--- src/rtl/uart_tx_fifo_pkg.sv ---
// Shared definitions for the UART transmit buffer: launch FSM state
// encodings and the default bit period used by the UART benches.
package uart_tx_fifo_pkg;

    // Default clocks per UART bit for the UART_RX/UART_TX benches.
    localparam int c_CLKS_PER_BIT = 16;

    // Launch controller states.
    typedef enum logic [1:0] {
        S_IDLE      = 2'd0,
        S_LAUNCH    = 2'd1,
        S_WAIT_DONE = 2'd2
    } tx_state_e;

endpackage

--- src/rtl/uart_tx_fifo_if.sv ---
// Handshake bundle between the system-side producer / UART_TX and the
// transmit buffer. The slave side is the buffer itself.
interface uart_tx_fifo_if #(
    parameter int g_ADDR_W = 4
);
    logic              i_Wr_DV;
    logic [7:0]        i_Wr_Byte;
    logic              o_Full;
    logic              o_Empty;
    logic [g_ADDR_W:0] o_Count;
    logic              o_Overflow;
    logic              o_TX_DV;
    logic [7:0]        o_TX_Byte;
    logic              i_TX_Active;
    logic              i_TX_Done;

    modport slave (
        input  i_Wr_DV, i_Wr_Byte, i_TX_Active, i_TX_Done,
        output o_Full, o_Empty, o_Count, o_Overflow, o_TX_DV, o_TX_Byte
    );

    modport master (
        output i_Wr_DV, i_Wr_Byte, i_TX_Active, i_TX_Done,
        input  o_Full, o_Empty, o_Count, o_Overflow, o_TX_DV, o_TX_Byte
    );
endinterface

--- src/rtl/uart_sync_fifo.sv ---
// Synchronous byte FIFO with registered read data and registered
// occupancy/status flags. Writes while full are dropped; full is judged
// on the occupancy before any same-cycle pop.
module uart_sync_fifo #(
    parameter int g_DEPTH  = 16,
    parameter int g_ADDR_W = 4
) (
    input  logic              i_Clk,
    input  logic              i_Rst_L,
    input  logic              wr_en,
    input  logic [7:0]        wr_data,
    input  logic              rd_en,
    output logic [7:0]        rd_data,
    output logic              full,
    output logic              empty,
    output logic [g_ADDR_W:0] count
);
    localparam logic [g_ADDR_W:0] c_FULL = (g_ADDR_W+1)'(g_DEPTH);

    logic [7:0]          mem_q [g_DEPTH];
    logic [g_ADDR_W-1:0] wr_ptr_q;
    logic [g_ADDR_W-1:0] rd_ptr_q;
    logic [g_ADDR_W:0]   count_q;
    logic [g_ADDR_W:0]   count_d;
    logic                full_q;
    logic                empty_q;
    logic [7:0]          rd_data_q;
    logic                wr_ok;
    logic                rd_ok;

    assign wr_ok = wr_en && !full_q;
    assign rd_ok = rd_en && !empty_q;

    // Next occupancy: a simultaneous accepted write and pop cancel out.
    always_comb begin
        // NOTE: every always_comb output gets a default first so no path can infer a latch.
        count_d = count_q;
        case ({wr_ok, rd_ok})
            2'b10:   count_d = count_q + 1'b1;
            2'b01:   count_d = count_q - 1'b1;
            default: count_d = count_q;
        endcase
    end

    // Byte storage; contents are only meaningful between the pointers.
    always_ff @(posedge i_Clk) begin
        // NOTE: the storage array is deliberately not reset; the cleared pointers make old contents unreachable.
        if (wr_ok) begin
            mem_q[wr_ptr_q] <= wr_data;
        end
    end

    // Pointers, occupancy, status flags and read-data register.
    always_ff @(posedge i_Clk) begin
        // NOTE: sequential state uses non-blocking assignments so every register samples pre-edge values.
        if (!i_Rst_L) begin
            wr_ptr_q  <= '0;
            rd_ptr_q  <= '0;
            count_q   <= '0;
            full_q    <= 1'b0;
            empty_q   <= 1'b1;
            rd_data_q <= '0;
        end else begin
            if (wr_ok) begin
                wr_ptr_q <= wr_ptr_q + 1'b1;
            end
            if (rd_ok) begin
                rd_ptr_q  <= rd_ptr_q + 1'b1;
                rd_data_q <= mem_q[rd_ptr_q];
            end
            count_q <= count_d;
            full_q  <= (count_d == c_FULL);
            empty_q <= (count_d == '0);
        end
    end

    assign rd_data = rd_data_q;
    assign full    = full_q;
    assign empty   = empty_q;
    assign count   = count_q;
endmodule

--- src/rtl/uart_tx_fifo.sv ---
// Byte buffer and launch controller in front of UART_TX. Bytes queue in
// a FIFO; one is popped and launched with a single-cycle o_TX_DV pulse
// only when UART_TX is neither active nor signalling done, and the next
// launch waits for that frame's done.
module uart_tx_fifo
    import uart_tx_fifo_pkg::*;
#(
    parameter int g_DEPTH  = 16,
    parameter int g_ADDR_W = 4
) (
    input  logic         i_Clk,
    input  logic         i_Rst_L,
    uart_tx_fifo_if.slave bus
);
    tx_state_e   state_q;
    tx_state_e   state_d;
    logic        pop;
    logic        tx_dv_q;
    logic        tx_dv_d;
    logic        overflow_q;
    logic        overflow_d;
    logic        fifo_full;
    logic        fifo_empty;
    logic [7:0]  fifo_rd_data;
    logic [g_ADDR_W:0] fifo_count;

    uart_sync_fifo #(
        .g_DEPTH  (g_DEPTH),
        .g_ADDR_W (g_ADDR_W)
    ) u_fifo (
        .i_Clk   (i_Clk),
        .i_Rst_L (i_Rst_L),
        .wr_en   (bus.i_Wr_DV),
        .wr_data (bus.i_Wr_Byte),
        .rd_en   (pop),
        .rd_data (fifo_rd_data),
        .full    (fifo_full),
        .empty   (fifo_empty),
        .count   (fifo_count)
    );

    // Launch FSM next state; the done term in the guard stops a second
    // launch while UART_TX is still finishing the previous frame.
    always_comb begin
        state_d    = state_q;
        pop        = 1'b0;
        overflow_d = overflow_q | (bus.i_Wr_DV & fifo_full);
        case (state_q)
            S_IDLE: begin
                if (!fifo_empty && !bus.i_TX_Active && !bus.i_TX_Done) begin
                    pop     = 1'b1;
                    state_d = S_LAUNCH;
                end
            end
            S_LAUNCH:    state_d = S_WAIT_DONE;
            S_WAIT_DONE: begin
                if (bus.i_TX_Done) begin
                    state_d = S_IDLE;
                end
            end
            default:     state_d = S_IDLE;
        endcase
        tx_dv_d = pop;
    end

    // State, launch pulse and sticky overflow registers.
    always_ff @(posedge i_Clk) begin
        if (!i_Rst_L) begin
            state_q    <= S_IDLE;
            tx_dv_q    <= 1'b0;
            overflow_q <= 1'b0;
        end else begin
            state_q    <= state_d;
            tx_dv_q    <= tx_dv_d;
            overflow_q <= overflow_d;
        end
    end

    // The FIFO read register loads on the pop edge, so it doubles as the
    // held launch byte.
    assign bus.o_TX_Byte  = fifo_rd_data;
    assign bus.o_TX_DV    = tx_dv_q;
    assign bus.o_Overflow = overflow_q;
    assign bus.o_Full     = fifo_full;
    assign bus.o_Empty    = fifo_empty;
    assign bus.o_Count    = fifo_count;
endmodule

--- src/flat_wrapper.sv ---
// flat-port wrapper written by rule: the top's interface ports become plain ports
module uart_tx_fifo_flat import uart_tx_fifo_pkg::*;
#(
    parameter int g_DEPTH  = 16,
    parameter int g_ADDR_W = 4
)
  (i_Clk, i_Rst_L, bus_i_Wr_DV, bus_i_Wr_Byte, bus_i_TX_Active, bus_i_TX_Done, bus_o_Full, bus_o_Empty, bus_o_Count, bus_o_Overflow, bus_o_TX_DV, bus_o_TX_Byte);
  uart_tx_fifo_if #(.g_ADDR_W(g_ADDR_W)) bus_i ();
  input  logic i_Clk;
  input  logic i_Rst_L;
  input wire logic [$bits(bus_i.i_Wr_DV)-1:0] bus_i_Wr_DV;
  input wire logic [$bits(bus_i.i_Wr_Byte)-1:0] bus_i_Wr_Byte;
  input wire logic [$bits(bus_i.i_TX_Active)-1:0] bus_i_TX_Active;
  input wire logic [$bits(bus_i.i_TX_Done)-1:0] bus_i_TX_Done;
  output wire logic [$bits(bus_i.o_Full)-1:0] bus_o_Full;
  output wire logic [$bits(bus_i.o_Empty)-1:0] bus_o_Empty;
  output wire logic [$bits(bus_i.o_Count)-1:0] bus_o_Count;
  output wire logic [$bits(bus_i.o_Overflow)-1:0] bus_o_Overflow;
  output wire logic [$bits(bus_i.o_TX_DV)-1:0] bus_o_TX_DV;
  output wire logic [$bits(bus_i.o_TX_Byte)-1:0] bus_o_TX_Byte;
  assign bus_i.i_Wr_DV = bus_i_Wr_DV;
  assign bus_i.i_Wr_Byte = bus_i_Wr_Byte;
  assign bus_i.i_TX_Active = bus_i_TX_Active;
  assign bus_i.i_TX_Done = bus_i_TX_Done;
  assign bus_o_Full = bus_i.o_Full;
  assign bus_o_Empty = bus_i.o_Empty;
  assign bus_o_Count = bus_i.o_Count;
  assign bus_o_Overflow = bus_i.o_Overflow;
  assign bus_o_TX_DV = bus_i.o_TX_DV;
  assign bus_o_TX_Byte = bus_i.o_TX_Byte;
  uart_tx_fifo #(.g_DEPTH(g_DEPTH), .g_ADDR_W(g_ADDR_W)) u_core (.i_Clk(i_Clk), .i_Rst_L(i_Rst_L), .bus(bus_i));
endmodule
--- config.mk ---
export PLATFORM = sky130hd
export DESIGN_NAME = uart_tx_fifo_flat
export DESIGN_NICKNAME = d
export VERILOG_FILES = /design/src/rtl/uart_tx_fifo_pkg.sv /design/src/rtl/uart_tx_fifo_if.sv /design/src/rtl/uart_sync_fifo.sv /design/src/rtl/uart_tx_fifo.sv /design/src/flat_wrapper.sv
export SDC_FILE = /design/constraint.sdc
export NUM_CORES = 1
export LEC_CHECK = 0
export CAP_MARGIN = 15
export CORE_ASPECT_RATIO = 1.75
export CORE_MARGIN = 10
export CORE_UTILIZATION = 30
export DETAILED_ROUTE_END_ITERATION = 16
export PLACE_DENSITY = 0.55
export SYNTH_ARGS = -nofsm -noshare
export SYNTH_HDL_FRONTEND = slang
export SYNTH_SLANG_ARGS = --single-unit
export TNS_END_PERCENT = 10
--- constraint.sdc ---
create_clock -name i_Clk -period 3.45 [get_ports i_Clk]
set_clock_uncertainty 0.15 [all_clocks]
set_input_delay 0.345 -clock i_Clk [delete_from_list [all_inputs] [get_ports i_Clk]]
set_output_delay 0.345 -clock i_Clk [all_outputs]
set_load 0.05 [all_outputs]
Yosys cells after proc, flatten, opt, wreduce, memory -nomap -nowiden:

Memory sizes are Yosys's and may differ from the RTL's. A register that Yosys moved wholly into a read port is not among the register bits.
Cells that the tools add are included.

* flip-flop bits (word level): 19
* memory bits (writable): 128
* bits of input ports: 13
* output and inout port bits: 17
* logic and storage cells: 42
* memories kept: 1

* $add $sub $neg: 4
* equal/unequal tests: 7
* muxes and demuxes: 8
* bitwise gates (word level): 2
* reductions and logical operators: 12

Memories
* u_core.u_fifo.mem_q: depth 16, width 8, read ports 1, clocked after memory_dff 1, write ports 1, line uart_sync_fifo.sv:20 `logic [7:0] mem_q [g_DEPTH];`

Operator list (count)
* $pmux 5 s2: 1
* $add 4x1->4 const B: 2
* $pmux 2 s3: 1
* $add 5x1->5 const B: 1
* $eq 5x5->1 const B: 1
* $logic_not 1->1: 5
* $logic_not 5->1: 1
* $sub 5x1->5 const B: 1
* $eq 2x1->1 const B: 2
* $eq 2x2->1 const B: 2
* $logic_and 1x1->1: 4
* $mux 1: 4
* $mux 2: 2
* $logic_not 2->1: 1
* $ne 2x1->1 const B: 1
* $ne 2x2->1 const B: 1
* $reduce_and 2->1: 1
* $and 1x1->1: 1
* $or 1x1->1: 1

Longest topological paths before layout:

Gate-level depths: netlist (run 1).

* depth after elaboration: 9
* gate-level depth with buffers: 10
* gate-level depth less buffers: 9

Cells and area by module:

A second synthesis (run 1) with hierarchy kept.

* cells, all modules: 350
* area total of the unflattened synthesis: 6254.7 µm²

By module, submodules not included
* uart_sync_fifo: instances 1, cells an instance 337, area each 6114.6 µm², seq. area each 4304.1 µm²
* uart_tx_fifo: instances 1, cells an instance 13, area each 140.1 µm², seq. area each 80.1 µm²

Worst setup path after synthesis (run 1):

Ideal clock, no wire load.

* kind: register to register
* start point: register u_core.state_q[1]
* end point: register u_core.u_fifo.full_q (netlist: u_core.u_fifo.full)
* setup time: 0.088 ns
* arrival: 2.937 ns
* required time: 3.212 ns
* path slack: 0.276 ns
* stages on the path, launching flop included: 11
* clock period less this slack: 3.174 ns
* cells stage by stage: dfxtp_1 -> or4_4 -> nor2_1 -> clkbuf_1 -> ha_1 -> clkbuf_1 -> or2_2 -> nor2_1 -> nand2_1 -> a2111oi_4 -> nor4b_4

* word-level cells in the longest chain between the ends: 6

Ends and longest elaborated chain
* start, declared: line uart_tx_fifo.sv:15 `tx_state_e state_q;`
* start signal, assigned: line uart_tx_fifo.sv:73 `state_q <= state_d;`
* $logic_not 2->1 (*): line uart_tx_fifo.sv:48 `case (state_q)`
* $mux 1 (*): line uart_tx_fifo.sv:48
* $logic_and 1x1->1 (*): line uart_sync_fifo.sv:32 `assign rd_ok = rd_en && !empty_q;`
* $eq 2x1->1 or $eq 2x2->1 (tied branches): line uart_sync_fifo.sv:38 `case ({wr_ok, rd_ok})`
* $pmux 5 s2 (*): line uart_sync_fifo.sv:38
* $eq 5x5->1 (*): line uart_sync_fifo.sv:72 `full_q <= (count_d == c_FULL);`
* end signal, assigned: line uart_sync_fifo.sv:72
* end, declared: line uart_sync_fifo.sv:25 `logic full_q;`

Every way passes the cells marked *; elsewhere a longest branch is shown, timed or not.
A chain may end at the register's enable or synchronous reset.

Worst setup path in the final report (run 1):

Same ends and word-level chain as after synthesis.

==> results of run 1 <==
path summary, 6_finish.rpt:
check                        start                     to  slack [ns]
min          u_core.bus.o_Overflow  u_core.bus.o_Overflow        0.32
min reg2reg  u_core.bus.o_Overflow  u_core.bus.o_Overflow        0.32
max reg2reg      u_core.state_q[1]     u_core.u_fifo.full        0.30
max              u_core.state_q[1]     u_core.u_fifo.full        0.30
logic make-up after synthesis:
family / after synthesis
adders and majority gates: 7
buffers and inverters: 27
DFF: 155
and+or+nand+nor: 79
muxes: 36
AOI/OAI and AO/OA: 42
xor gates and xnor gates: 8
per-stage QoR:
stage	std cells	power (mW)	hold WS, ns	setup TNS (ns)
finish	671	4.38	0.324	0
global route	671	4.53	0.357	0
CTS	671	4.42	0.328	0
detailed placement	639	2.61	0.312	-0.0944
global placement	639	2.59	0.307	-0.0379
floorplan	354	2.44	0.294	0
placed cells by master, fill, tap and decap left out, drive strengths merged, types with 2 or more instances in the layout:
cell,count
and2,3
nand2b,4
a21oi,9
nand2,22
inv,15
xor2,5
a22o,8
ha,7
xnor2,3
dfxtp,27
o41ai,2
o22ai,8
mux4,32
edfxtp,128
o21ai,2
nor3,4
a221oi,8
mux2i,3
nand4,3
nor2,28
clkinv,4
and3,2
clkbuf,18
clkdlybuf4s50,29
nor2b,4
buf,28
sequential cells by signal, indices dropped and copies added, names as in the netlist:
register / count
u_core.bus.o_TX_DV: 1
u_core.u_fifo.rd_data: 8
u_core.u_fifo.full: 1
u_core.u_fifo.mem_q: 128
u_core.u_fifo.count: 5
u_core.u_fifo.rd_ptr_q: 4
u_core.u_fifo.empty: 1
u_core.bus.o_Overflow: 1
u_core.state_q: 2
u_core.u_fifo.wr_ptr_q: 4
where the power goes:
group / switching [mW] / total [mW] / internal (mW)
registers: 0.0526 / 2.12 / 2.07
logic: 0.251 / 0.441 / 0.190
clock network: 0.796 / 1.82 / 1.02
total: 1.10 / 4.38 / 3.28
Yosys cell counts, types with 2 or more instances:
cell | instances | area share
nor2_1 | 28 | 0.017
buf_1 | 5 | 0.0030
a221oi_1 | 8 | 0.011
nand2b_1 | 4 | 0.0041
ha_1 | 7 | 0.014
a21oi_1 | 9 | 0.0073
mux4_2 | 32 | 0.12
xnor2_1 | 2 | 0.0028
clkbuf_1 | 11 | 0.0067
nor2b_1 | 4 | 0.0041
dfxtp_1 | 27 | 0.088
o22ai_1 | 8 | 0.0081
edfxtp_1 | 128 | 0.62
mux2i_1 | 2 | 0.0032
inv_1 | 7 | 0.0043
a22o_1 | 8 | 0.011
nand4_1 | 3 | 0.0030
and2_1 | 3 | 0.0030
nand2_1 | 22 | 0.013
buf_2 | 3 | 0.0024
nor3_1 | 4 | 0.0032
xor2_1 | 5 | 0.0071
layout make-up:
| class | count | area, um^2 |
|---|---|---|
| clock inverters | 14 | 150 |
| repair buffers | 57 | 526 |
| inverters | 7 | 26.3 |
| flip-flops and latches | 155 | 4390 |
| clock buffers | 18 | 429 |
| well taps | 248 | 310 |
| fillers | 1858 | 12800 |
| multi-input cells | 172 | 1670 |
tightest hold or removal path: stages (launching register included):
cell	delay (ns)
dfxtp_1	0.33
a21oi_1	0.04
nor2_1	0.07
metal layers:
metal	part of all wire	vias up	wire length (um)
met5	0	-	0
met4	0.023	0	291
met3	0.036	14	466
met2	0.58	61	7450
met1	0.36	1687	4690
li1	-	1509	-
==> results list, run 1 <==
* Status: completed
- Via count: 3271
- Kind of capture point of the worst setup path: flop
- Min-Delay Path Depth: 2
* Mapped Nets: 374
- Synthesized-area fraction occupied by and/or/nand/nor cells: 0.0644
* First DRT Iteration DRCs: 236
- Post-synthesis compound-gate area fraction: 0.0536
- Global-route track usage on met1: 0.101
* Total routing resource utilization after global routing: 0.101
* Std cell rows: 69
* Total number of nets in the final design: 430
- Wires add up to 12900 um.
* Power per cell area: 584 nW/um^2
* Post-Synth XOR/XNOR Area: 0.0126
* Critical path, cell by cell: or4_4, or3_1, xnor2_1, ha_1, buf_4, nand2b_1, o41ai_1, nand2_1, a2111oi_4, nor4b_4
- The die covers 26900 um^2.
* Gate count of the mapped netlist: 354
* Delay-heaviest family, CP: simple AND/OR/NAND/NOR gates
* Length in cells of the worst reg-to-reg path: 10
* Crit Path Max Fanout: 3
- Ratio of cells with drive above 1 in the final layout: 0.241
* Global routing usage on met2: 0.189
- The routed design could run at a clock period as short as 3.15 ns.
- Number of buffer and inverter instances along the worst setup path: 1
- The floorplan step set the die height to 210 um.
- After detailed routing, the average wire length per cell comes to 19.2 um.
- Fraction of registers with async set/reset: 0
- Largest family of logic cells by synthesized area: multiplexers
* Critical path depth: 10
* Area overhead of the layout relative to synthesis: 21.6%
- The H-tree generated during clock tree synthesis spans 4 levels.
* Final cycle utilization of the critical path: 0.913
- Clock network latency to the later pin of the worst-skew pair: 0.42 ns
- The total area inside the core boundary comes to 20300 um^2.
- Global routing usage on met3: 0.0214
* Worst relative slew slack: 0.532
- The critical path is of the flop to flop type.
- The analysis attributes to cell leakage a power of 2.43 nW.
- Unique masters post-synth: 46
- After detailed routing, the number of vias per cell comes to 4.87.
* CP Launch Type: flop
* Number of setup violations in the final report: 0
- With fillers left out, the area of the finished cells amounts to 7490 um^2.
* Critical Path RT: 3.64 ns
- Effective utilization at floorplan: 0.304
* Class of the tightest hold or removal check: flop to flop
* Number of buffers inserted by hold repair at cts: 0
- The floorplan step set the die width to 128 um.
- The final number of hold-violating endpoints was 0.
* Number of register bits inferred by synthesis: 155
- For this run the aggregate overflow at the end of global routing stands at 0.
- Of the total synthesized cell area, the portion taken by full adders, half adders and majority gates is 0.0142.
- The share of the Yosys chip area taken by registers is 0.711.
* Antenna-violating nets left: 0
* First-pass GRT wire length: 20600 um
* Drc violations: 0
- For this run, the detailed router's first-pass iteration total came to 4.
- Share of cell area taken by muxes after synthesis: 0.126
- For this run, the share of the core covered by cells in the final layout is 0.369.
- OpenSTA, run right after detailed placement, puts the worst setup slack at -0.0944 ns.
- 0 antenna diodes ended up in the layout.
* CTS Root Cell: clkbuf_16
- Busiest grt layer: met2
* Count of cells resized by post-cts repair: 0
* Antenna violations before repair: 0
* Slew of the pin with the lowest slew margin: 0.699 ns
- Data arrives at the worst endpoint at 3.34 ns.
- Clock tree synthesis inserted a total of 17 buffers.
- Maximum number of buffers from clock root to sink: 2
- Clock tree synthesis found a total of 155 sinks.
- The via count of the first global-routing pass is 3621.
- Setup repair after global routing left no endpoint under its margin.
- Once detailed placement completed, the half-perimeter wirelength came to 9150 um.
* Ports: 30
- Input and output buffers added on the ports amount to 29.
- Post-synth top flop: edfxtp_1
- Clock tree from TritonCTS: yes
- For this run, the slowest stage of the critical path takes 0.54 ns.
* Count of flip-flops with a built-in enable after synthesis: 128
* Number of maximum-capacitance violations: 0
* Post-CTS Repair Setup Buffers: 0
- Entering global routing, the biggest net connects 25 pins.
* Cell area after synthesis: 6160 um^2
- At the end of routability-driven placement, the weighted congestion stood at 0.829.
- Synth Warn #: 0
- Among all stages on the critical path, the largest delay is contributed by or4_4.
- Peak VDD IR: 0.000325 V
- Maximum frequency from static timing analysis: 0.317 GHz
- Mean area per synthesized cell: 17.4 um^2
* Worst Slack Setup Final: 0.299 ns
- Placement-stage cell area: 6910 um^2
- Clock transition at the registers of the reported paths: 0.07 ns
* Pins over their slew limit: 0
No activity file was read; power rests on OpenSTA's default activity.
==> run 2: changes to the inputs <==
--- a/config.mk
+++ b/config.mk
@@ -5,6 +5,7 @@
 export SDC_FILE = /design/constraint.sdc
 export NUM_CORES = 1
 export LEC_CHECK = 0
+export ABC_AREA = 1
 export CAP_MARGIN = 15
 export CORE_ASPECT_RATIO = 1.75
 export CORE_MARGIN = 10
==> constraint.sdc (replaced) <==
create_clock -name i_Clk -period 4.1 [get_ports i_Clk]
set_clock_uncertainty 0.15 [all_clocks]
set_input_delay 0.41 -clock i_Clk [delete_from_list [all_inputs] [get_ports i_Clk]]
set_output_delay 0.41 -clock i_Clk [all_outputs]
set_load 0.05 [all_outputs]
==> run 2 against run 1 <==
Effect of this change: sequential power down 17%; critical path depth grew 7; register-to-register slack improved by 1.3 ns; synthesized area grew 2.8%; final cell count is 21% higher; worst hold slack got worse by 0.0045 ns; global-route usage grew 1.3 points; via count up 25%; sequential share of layout area grew 0.67 points; critical endpoint unchanged.
==> results list, run 2 <==
* Status: completed
* Cell area after synthesis: 6340 um^2
- Top library cells by usage in the layout, fill and taps aside: 128 x edfxtp_1, 85 x nor2_1, 64 x o21ai_0
- CP Launch Type: primary input
- Effective utilization at floorplan: 0.304
- Compared with the post-synthesis result, the final layout area differs by 16.9%.
- The region available for standard cell placement spans 20800 um^2.
* Startpoint of the worst register-to-register path: u_core.u_fifo.rd_ptr_q[1]
- Delay of the slowest critical-path stage: 0.44 ns
* CTS Root Cell: clkbuf_16
* Worst relative slew slack: 0.325
- Endpoint with the worst hold slack: u_core.bus.o_Overflow
* Maximum number of buffers from clock root to sink: 2
- Each instance of the synthesized netlist takes up on average 12.2 um^2.
* Slowest cell on the critical path: clkdlybuf4s50_1
* Post-placement setup slack: 1.06 ns
* Detailed Place HPWL: 9950 um
* Most common cell after layout, fill and taps aside: edfxtp_1
* Clock network latency to the later pin of the worst-skew pair: 0.42 ns
- Summing all multi-input logic gate instances after layout gives 1680 um^2.
- Num CTS Buffers: 17
* Drc violations: 0
- For the finished layout, the period the worst path requires is 2.59 ns.
- Detailed-routing iteration count for the pre-antenna-repair pass: 5
- The min-delay analysis places its worst path in the category flop to flop.
- Worst reg2reg path endpoint: u_core.u_fifo.rd_data[5]
- P_leak: 2.45 nW
- Data on the critical path is required at its endpoint by 4.31 ns.
- Yosys printed 0 warnings.
- The worst setup path is of the primary input to flop kind.
- The final layout contains routed wiring with a total length of 15000 um.
* Most frequent CP cell: nand2_1
- Clk sinks: 155
* Number of maximum-capacitance violations: 0
* Min-Delay Path Depth: 2
* Count of cells resized by post-cts repair: 0
- Count of flip-flops with a built-in enable after synthesis: 128
* Crit Path Max Fanout: 22
- Across all layers, the routed design uses 4098 vias.
- In this run the register-to-register setup slack is 1.56 ns.
- Routed WL per cell: 18.6 um
- First-pass GRT wire length: 23600 um
- Entering global routing, the biggest net connects 66 pins.
- Biggest area contributors in the synthesized netlist: edfxtp_1 61%, dfxtp_1 8.5%, o21ai_0 5.1%
- The number of setup buffers added after CTS is 0.
- Overall power: 3.59 mW
- In this run, synthesis produced a sequential element count of 155.
- Std cell rows: 70
- For the pin with the worst max-slew slack, the measured transition is 1.01 ns.
- Setup repair after global routing left no endpoint under its margin.
- Power per cell area: 485 nW/um^2
- First DRT Iteration DRCs: 285
- In this run the tool buffered the top-level ports with 29 buffer cells.
- The share of synthesized area in the top cell type comes to 0.607.
- Clock tree from TritonCTS: yes
- Across all hold checks on the routed design, the worst slack comes to 0.320 ns.
- The via count of the first global-routing pass came to 4160.
* Peak VDD IR: 0.000276 V
* Total area of sequential cells: 4390 um^2
- Maximum frequency from static timing analysis: 0.386 GHz
- The register with the most flip-flops in the layout has 128 of them.
* Placed Instances: 777
- Total number of nets in the final design: 564
- Final non-filler cell area: 7410 um^2
- Final core utilization: 0.355
- For this run, the total global-route usage over all layers was measured as 0.114.
- Clock transition at the registers of the reported paths: 0.06 ns
- Worst Slack Setup Final: 1.51 ns
* Final estimated routing congestion in global placement: 0.777
* Ports: 30
- The detail route stage leaves a number of antenna-violating nets equal to 0.
- The number of max-slew violations in the final report is 0.
* Post-synth top flop: edfxtp_1
- Min-delay src: u_core.bus.o_Overflow
- The H-tree was split into 4 levels.
* Die H: 212 um
* FILL cells: 2034
* Final cycle utilization of the critical path: 0.631
- Diode insertion count for antenna repair: 0
- The number of antenna violations at the first check in global routing was 0.
- Most numerous cell in the Yosys netlist: edfxtp_1
- STA classifies the critical path endpoint as a flop.
* Register with the most flip-flops: u_core.u_fifo.mem_q
- The die is 130 um wide.
- Number of buffers inserted by hold repair at cts: 0
- Unique masters post-synth: 34
- Final cell count without fillers: 809
- Fraction of registers with async set/reset: 0
* Top cell types by occurrence after synthesis: 128 x edfxtp_1, 85 x nor2_1, 64 x o21ai_0
- The share of the Yosys chip area taken by registers is 0.692.
* Mapped Nets: 538
- Die outline area: 27600 um^2
- Length in cells of the worst reg-to-reg path: 9
- Gate count of the mapped netlist: 518
* TNS Setup: 0 ns
* Delay-heaviest family, CP: simple AND/OR/NAND/NOR gates
- Count of endpoints failing hold in the final timing report: 0
* Ratio of cells with drive above 1 in the final layout: 0.102
- Placement-stage cell area: 6830 um^2
- Critical path, cell by cell: clkdlybuf4s50_1, nor2_4, nand2_1, nor2_4, nand3_1, nand2_1, inv_2, ha_1, a21oi_1, nor2_2, nand2_1, nand2_1, nand3_1, nand2_1, nand2_2, nand2_2, nor2_2
- In the routed layout, each cell is associated on average with a via count of 5.07.
- Most area-hungry cell type in the Yosys netlist: edfxtp_1
* Remaining global-route overflow: 0
- Number of buffer and inverter instances along the worst setup path: 2
- Data arrival time at the worst-slack endpoint: 2.80 ns
* Number of setup violations in the final report: 0
[run 2: worst max path at each step]
stage | from | cells after the start | slack [ns] | end
floorplan | u_core.u_fifo.empty | 12 | 1.71 | u_core.u_fifo.empty
global placement | bus_i_TX_Active | 16 | 1.16 | u_core.u_fifo.count[4]
detailed placement | bus_i_TX_Active | 15 | 1.06 | u_core.u_fifo.empty
CTS | bus_i_TX_Active | 15 | 1.52 | u_core.u_fifo.empty
global route | bus_i_TX_Active | 17 | 1.23 | u_core.u_fifo.full
finish | bus_i_TX_Active | 17 | 1.51 | u_core.u_fifo.full
[run 2: worst register-to-register path: cells and delay by family, from the launching register on]
family	cells	cell delay [ns]
buffers and inverters	4	1.17
AO/OA/AOI/OAI	4	0.62
flip-flops	1	0.31
AND/OR/NAND/NOR	1	0.20
[run 2: where the power goes]
part / switching, mW / internal [mW] / total [mW]
logic: 0.240 / 0.102 / 0.341
clock network: 0.570 / 0.917 / 1.49
registers: 0.0232 / 1.74 / 1.76
total: 0.833 / 2.76 / 3.59
[run 2: cell families (layout without fill, tap and decap cells)]
kind of cell | Yosys count | count (layout) | synth area share
simple gates | 159 | 159 | 0.118
fa+ha+maj | 7 | 7 | 0.0138
compound gates | 134 | 134 | 0.129
flops | 155 | 155 | 0.692
buf+inv | 61 | 100 | 0.0436
xor+xnor | 2 | 2 | 0.00395
[run 2: cell type report]
cell class / count / area share
Sequential cell: 155 / 0.592
Multi-Input combinational cell: 302 / 0.226
Clock buffer: 27 / 0.0740
Timing Repair Buffer: 34 / 0.0442
Tap cell: 252 / 0.0426
Inverter: 34 / 0.0172
Clock inverter: 5 / 0.00388
[run 2: metal layers]
metal	vias to the layer above	wire (um)	global-route usage
met1	2019	5860	0.123
met5	-	0	0
met3	22	625	0.0267
met2	110	7990	0.200
li1	1947	-	-
met4	0	539	0.0646
==> RTL edit 1: new RTL, settings of run 1 <==
`g_DEPTH` is set to 16 in 3 places; all go to 8.
--- a/src/rtl/uart_sync_fifo.sv
+++ b/src/rtl/uart_sync_fifo.sv
@@ -2,7 +2,7 @@
 // occupancy/status flags. Writes while full are dropped; full is judged
 // on the occupancy before any same-cycle pop.
 module uart_sync_fifo #(
-    parameter int g_DEPTH  = 16,
+    parameter int g_DEPTH  = 8,
     parameter int g_ADDR_W = 4
 ) (
     input  logic              i_Clk,
--- a/src/rtl/uart_tx_fifo.sv
+++ b/src/rtl/uart_tx_fifo.sv
@@ -5,7 +5,7 @@
 module uart_tx_fifo
     import uart_tx_fifo_pkg::*;
 #(
-    parameter int g_DEPTH  = 16,
+    parameter int g_DEPTH  = 8,
     parameter int g_ADDR_W = 4
 ) (
     input  logic         i_Clk,
--- a/src/flat_wrapper.sv
+++ b/src/flat_wrapper.sv
@@ -1,7 +1,7 @@
 // flat-port wrapper written by rule: the top's interface ports become plain ports
 module uart_tx_fifo_flat import uart_tx_fifo_pkg::*;
 #(
-    parameter int g_DEPTH  = 16,
+    parameter int g_DEPTH  = 8,
     parameter int g_ADDR_W = 4
 )
   (i_Clk, i_Rst_L, bus_i_Wr_DV, bus_i_Wr_Byte, bus_i_TX_Active, bus_i_TX_Done, bus_o_Full, bus_o_Empty, bus_o_Count, bus_o_Overflow, bus_o_TX_DV, bus_o_TX_Byte);
Function: changed (a bounded check fails within 10 cycles, from zero or initial values and one cycle with i_Rst_L low).
==> RTL edit 1 against run 1 <==
Clock power decreased by 42%; cell count decreased by 40%; synthesized area decreased by 42%; synthesized cell count decreased by 38%; worst setup slack improved by 0.69 ns; critical endpoint is now u_core.u_fifo.empty; routed wire length decreased by 46%; die area decreased by 37%; highest routed layer unchanged; core utilization increased by 1.0 points; final area decreased by 41%; total power decreased by 43%; sequential cell count decreased by 66.
==> RTL edit 1: results (changes against run 1) <==
power_leakage_nw: 1.57  # -35%
peakVddDrop_mv: 0.260  # -20%
syn_avg_cell_area_um2: 16.4  # -6.0%
routabilityCongestion: 0.779  # -6.1%
track_usage: 0.0902  # -0.0109
cts_max_level: 3  # -1
cpMaxStageDelayCell: "clkdlybuf4s50_1"
fin_nets: 277  # -36%
place_ws_ns: 0.633  # +0.727 ns
hpwl_um: 4710  # -49%
clock-root-buffer: "clkbuf_16"
vias_per_cell: 4.81  # -1.3%
yosys.area_share.xor_xnor: 0.0146  # +0.00200
p_total_mw: 2.49  # -43%
drt_first_pass_iters: 5  # +1
drive_above_1_share: 0.208  # -0.0336
synth.area.top_cells: "edfxtp_1, dfxtp_1, mux4_2"
synth_cell_types: 41  # -11%
wl_per_cell_um: 17.4  # -9.5%
grt_pass1_wl_um: 11300  # -45%
hp-class: "register to register"
synthMuxAreaShare: 0.140  # +0.0147
cts.path.max_buffers: 2  # unchanged
synth_nets: 237  # -37%
synth_compound_area_frac: 0.0545  # +0.000940
fill_cells: 1041  # -44%
cts_made_buffers: 9  # -8
synthAdderAreaFrac: 0.0139  # -0.000317
antenna_cells: 0  # unchanged
crit_fanout: 6  # +3
comb_power_share: 0.095  # -0.006
port_buffers: 29  # unchanged
largest_register_ffs: 64  # -50%
grt_pass1_vias: 2078  # -43%
clock_latency_ns: 0.34  # -0.08 ns
grt_max_degree: 21  # -16%
vias: 1924  # -41%
synth_edf_count: 64  # -50%
cpPeakStageDelay_ns: 0.40  # -0.14 ns
internal_power_mw: 1.92  # -41%
tightest_slew_ns: 0.856  # +0.156 ns
drt_iter0_markers: 83  # -65%
synth_commonest_cells: "edfxtp_1, dfxtp_1, mux4_2"
dpl.cell_count: 384  # -40%
status: "complete, no violations"
p_seq_mw: 1.20  # -43%
place_area_mm2: 0.00409  # -41%
fin_area_mm2: 0.00442  # -41%
synth_seq_area_share: 0.672  # -0.0389
==> RTL edit 1: cell types whose count changed after synthesis, moves of 6 or more <==
cell | before | now
o211a_1 | 0 | 8
nand2_1 | 22 | 15
inv_1 | 7 | 1
a22o_1 | 8 | 0
a221oi_1 | 8 | 0
clkbuf_1 | 11 | 5
edfxtp_1 | 128 | 64
mux4_2 | 32 | 16
mux2i_1 | 2 | 13
nor2_1 | 28 | 9
o22ai_1 | 8 | 0
==> RTL edit 1: worst paths after layout <==
| path | start | endpoint | slack (ns) | depth (start not counted) |
|---|---|---|---|---|
| worst min-delay path | u_core.bus.o_Overflow | u_core.bus.o_Overflow | 0.35 | 2 |
| worst max-delay path | bus_i_TX_Done | u_core.u_fifo.empty | 0.99 | 11 |
| worst min register to register | u_core.bus.o_Overflow | u_core.bus.o_Overflow | 0.35 | 2 |
| worst max register to register | u_core.state_q[0] | u_core.u_fifo.empty | 1.08 | 10 |
==> RTL edit 1: cell type report <==
| cell class | count | share of cell area |
|---|---|---|
| multi-input combinational | 118 | 0.254 |
| sequential | 89 | 0.548 |
| clock inverter | 7 | 0.0227 |
| tap | 135 | 0.0382 |
| timing repair buffer | 40 | 0.0844 |
| inverter | 2 | 0.00170 |
| clock buffer | 9 | 0.0510 |
==> RTL edit 1: layer usage <==
layer,part of all wire,wire [um],up-vias,global-route usage
met5,0,0,-,0
li1,-,-,918,-
met1,0.39,2690,957,0.0928
met4,0.020,136,0,0.0470
met3,0.043,297,9,0.0230
met2,0.55,3830,40,0.162
==> RTL edit 1: cells by family after synthesis <==
logic type / Yosys count
compound gates: 23
xor+xnor: 6
fa+ha+maj: 4
buf+inv: 13
flops: 89
mux: 30
simple gates: 55
==> RTL edit 2: new RTL, config.mk and constraints of run 1 <==
Made on the original files. Re-encode `tx_state_e` (3 states) as one-hot, 3 bits wide.
--- a/src/rtl/uart_tx_fifo_pkg.sv
+++ b/src/rtl/uart_tx_fifo_pkg.sv
@@ -6,10 +6,10 @@
     localparam int c_CLKS_PER_BIT = 16;
 
     // Launch controller states.
-    typedef enum logic [1:0] {
-        S_IDLE      = 2'd0,
-        S_LAUNCH    = 2'd1,
-        S_WAIT_DONE = 2'd2
+    typedef enum logic [2:0] {
+        S_IDLE      = 3'b001,
+        S_LAUNCH    = 3'b010,
+        S_WAIT_DONE = 3'b100
     } tx_state_e;
 
 endpackage
Check against the original RTL: no difference found for any inputs over 10 cycles, from zero or initial values and one cycle with i_Rst_L low; not proved beyond that.
==> RTL edit 2 against run 1 <==
Count of clock-buffer cells in the layout fell by 1; register-to-register slack improved by 0.33 ns; combinational power down 11%; routed wire length is 8.5% higher; sequential cell count up 1; maximum frequency grew 11%; total power down 1.2%; worst setup slack improved by 0.32 ns; synthesized area grew 1.6%; final area grew 0.42%; cell count grew 1.9%; critical endpoint is now u_core.u_fifo.empty.
==> RTL edit 2: results (changes against run 1) <==
status: "complete, no violations"
synth.area.top_cells: "edfxtp_1, mux4_2, dfxtp_1"
hpwl_um: 9700  # +6.0%
rr_endpoint: "u_core.u_fifo.empty"
synth_commonest_cells: "edfxtp_1, mux4_2, dfxtp_1"
synthMuxAreaShare: 0.120  # -0.00578
synth_compound_area_frac: 0.0462  # -0.00744
drt_iter0_markers: 283  # +20%
r2r_start: "u_core.state_q[2]"
fill_cells: 1865  # +0.38%
synth_seq_area_share: 0.703  # -0.00803
synth_nets: 392  # +4.8%
synth_cell_types: 45  # -2.2%
place_area_mm2: 0.00695  # +0.47%
cp.arrival_ns: 2.99  # -0.35 ns
r2r_setup_slack_ns: 0.63  # +0.33 ns
ff2ff_path_depth: 8  # -2
peakVddDrop_mv: 0.343  # +5.6%
drive_above_1_share: 0.232  # -0.00948
ys_warn_count: 0  # unchanged
cpMaxStageDelayCell: "or4b_4"
synth_edf_count: 128  # unchanged
track_usage: 0.108  # +0.00660
whs_ns: 0.320  # -0.00420 ns
fin_nets: 446  # +3.7%
synthAdderAreaFrac: 0.0212  # +0.00697
tightest_slew_ns: 0.870  # +0.170 ns
vias: 3402  # +4.0%
yosys.area_share.xor_xnor: 0.0112  # -0.00140
wl_um: 14000  # +8.5%
crit_fanout: 6  # +3
grt_pass1_wl_um: 21700  # +5.0%
grt_max_degree: 36  # +44%
## RTL edit 2: changes by cell type in the layout (fill, tap and decap cells not counted), sizes merged, moves of 4 or more
cell / change
nor3: +4
nand4: +8
a211o: +8
nand3: +4
o21ai: +9
o22ai: -8
a21oi: +12
a22o: -8
a221oi: -8
## RTL edit 2: worst reg2reg max path, stage by stage (launching register included)
cell      delay, ns
dfxtp_1        0.34
or4b_4         0.55
nor2_2         0.14
ha_1           0.30
ha_1           0.33
a21oi_1        0.20
nand4b_1       0.17
a211o_1        0.36
and3_1         0.18
## RTL edit 2: per-layer routing
metal | wire length [um] | global-route usage | vias up
met5 | 0 | 0 | -
met4 | 485 | 0.0607 | 0
met3 | 504 | 0.0249 | 19
met2 | 7830 | 0.195 | 71
met1 | 5170 | 0.110 | 1747
li1 | - | - | 1565
## RTL edit 2: worst max path at each step
stage                             start                   to  slack (ns)  cells after the start
finish                  bus_i_TX_Active  u_core.u_fifo.empty        0.62                      9
global route          u_core.state_q[2]  u_core.u_fifo.empty        0.46                      8
CTS                   u_core.state_q[2]  u_core.u_fifo.empty        0.62                      8
detailed placement      bus_i_TX_Active  u_core.u_fifo.empty        0.20                      9
global placement        bus_i_TX_Active  u_core.u_fifo.empty        0.31                      9
floorplan           u_core.u_fifo.empty  u_core.u_fifo.empty        0.46                      9
## RTL edit 2: power by group
part / switching (mW) / internal, mW / leakage [nW]
registers: 0.0285 / 2.08 / 1.38
logic: 0.235 / 0.159 / 0.795
clock network: 0.805 / 1.02 / 0.289
## RTL edit 2: cell families after synthesis
| group | after synthesis |
|---|---|
| flip-flops | 156 |
| adder cells (fa/ha/maj) | 10 |
| AO/OA/AOI/OAI | 46 |
| multiplexers | 35 |
| AND/OR/NAND/NOR | 90 |
| buffers and inverters | 24 |
| XOR/XNOR | 8 |
## RTL edit 2: per-stage QoR
| step | setup WS, ns | std cells |
|---|---|---|
| 2_1_floorplan | 0.459 | 369 |
| 3_3_place_gp | 0.314 | 652 |
| 3_5_place_dp | 0.197 | 652 |
| 4_1_cts | 0.623 | 684 |
| 5_1_grt | 0.455 | 684 |
| 6_report | 0.619 | 684 |
## RTL edit 2: final cells by class
type | count | area, um^2 | area share
flip-flops and latches | 156 | 4410 | 0.585
multi-input cells | 189 | 1720 | 0.229
repair buffers | 54 | 490 | 0.0652
clock buffers | 17 | 425 | 0.0565
well taps | 248 | 310 | 0.0412
clock inverters | 15 | 153 | 0.0203
inverters | 5 | 18.8 | 0.00249
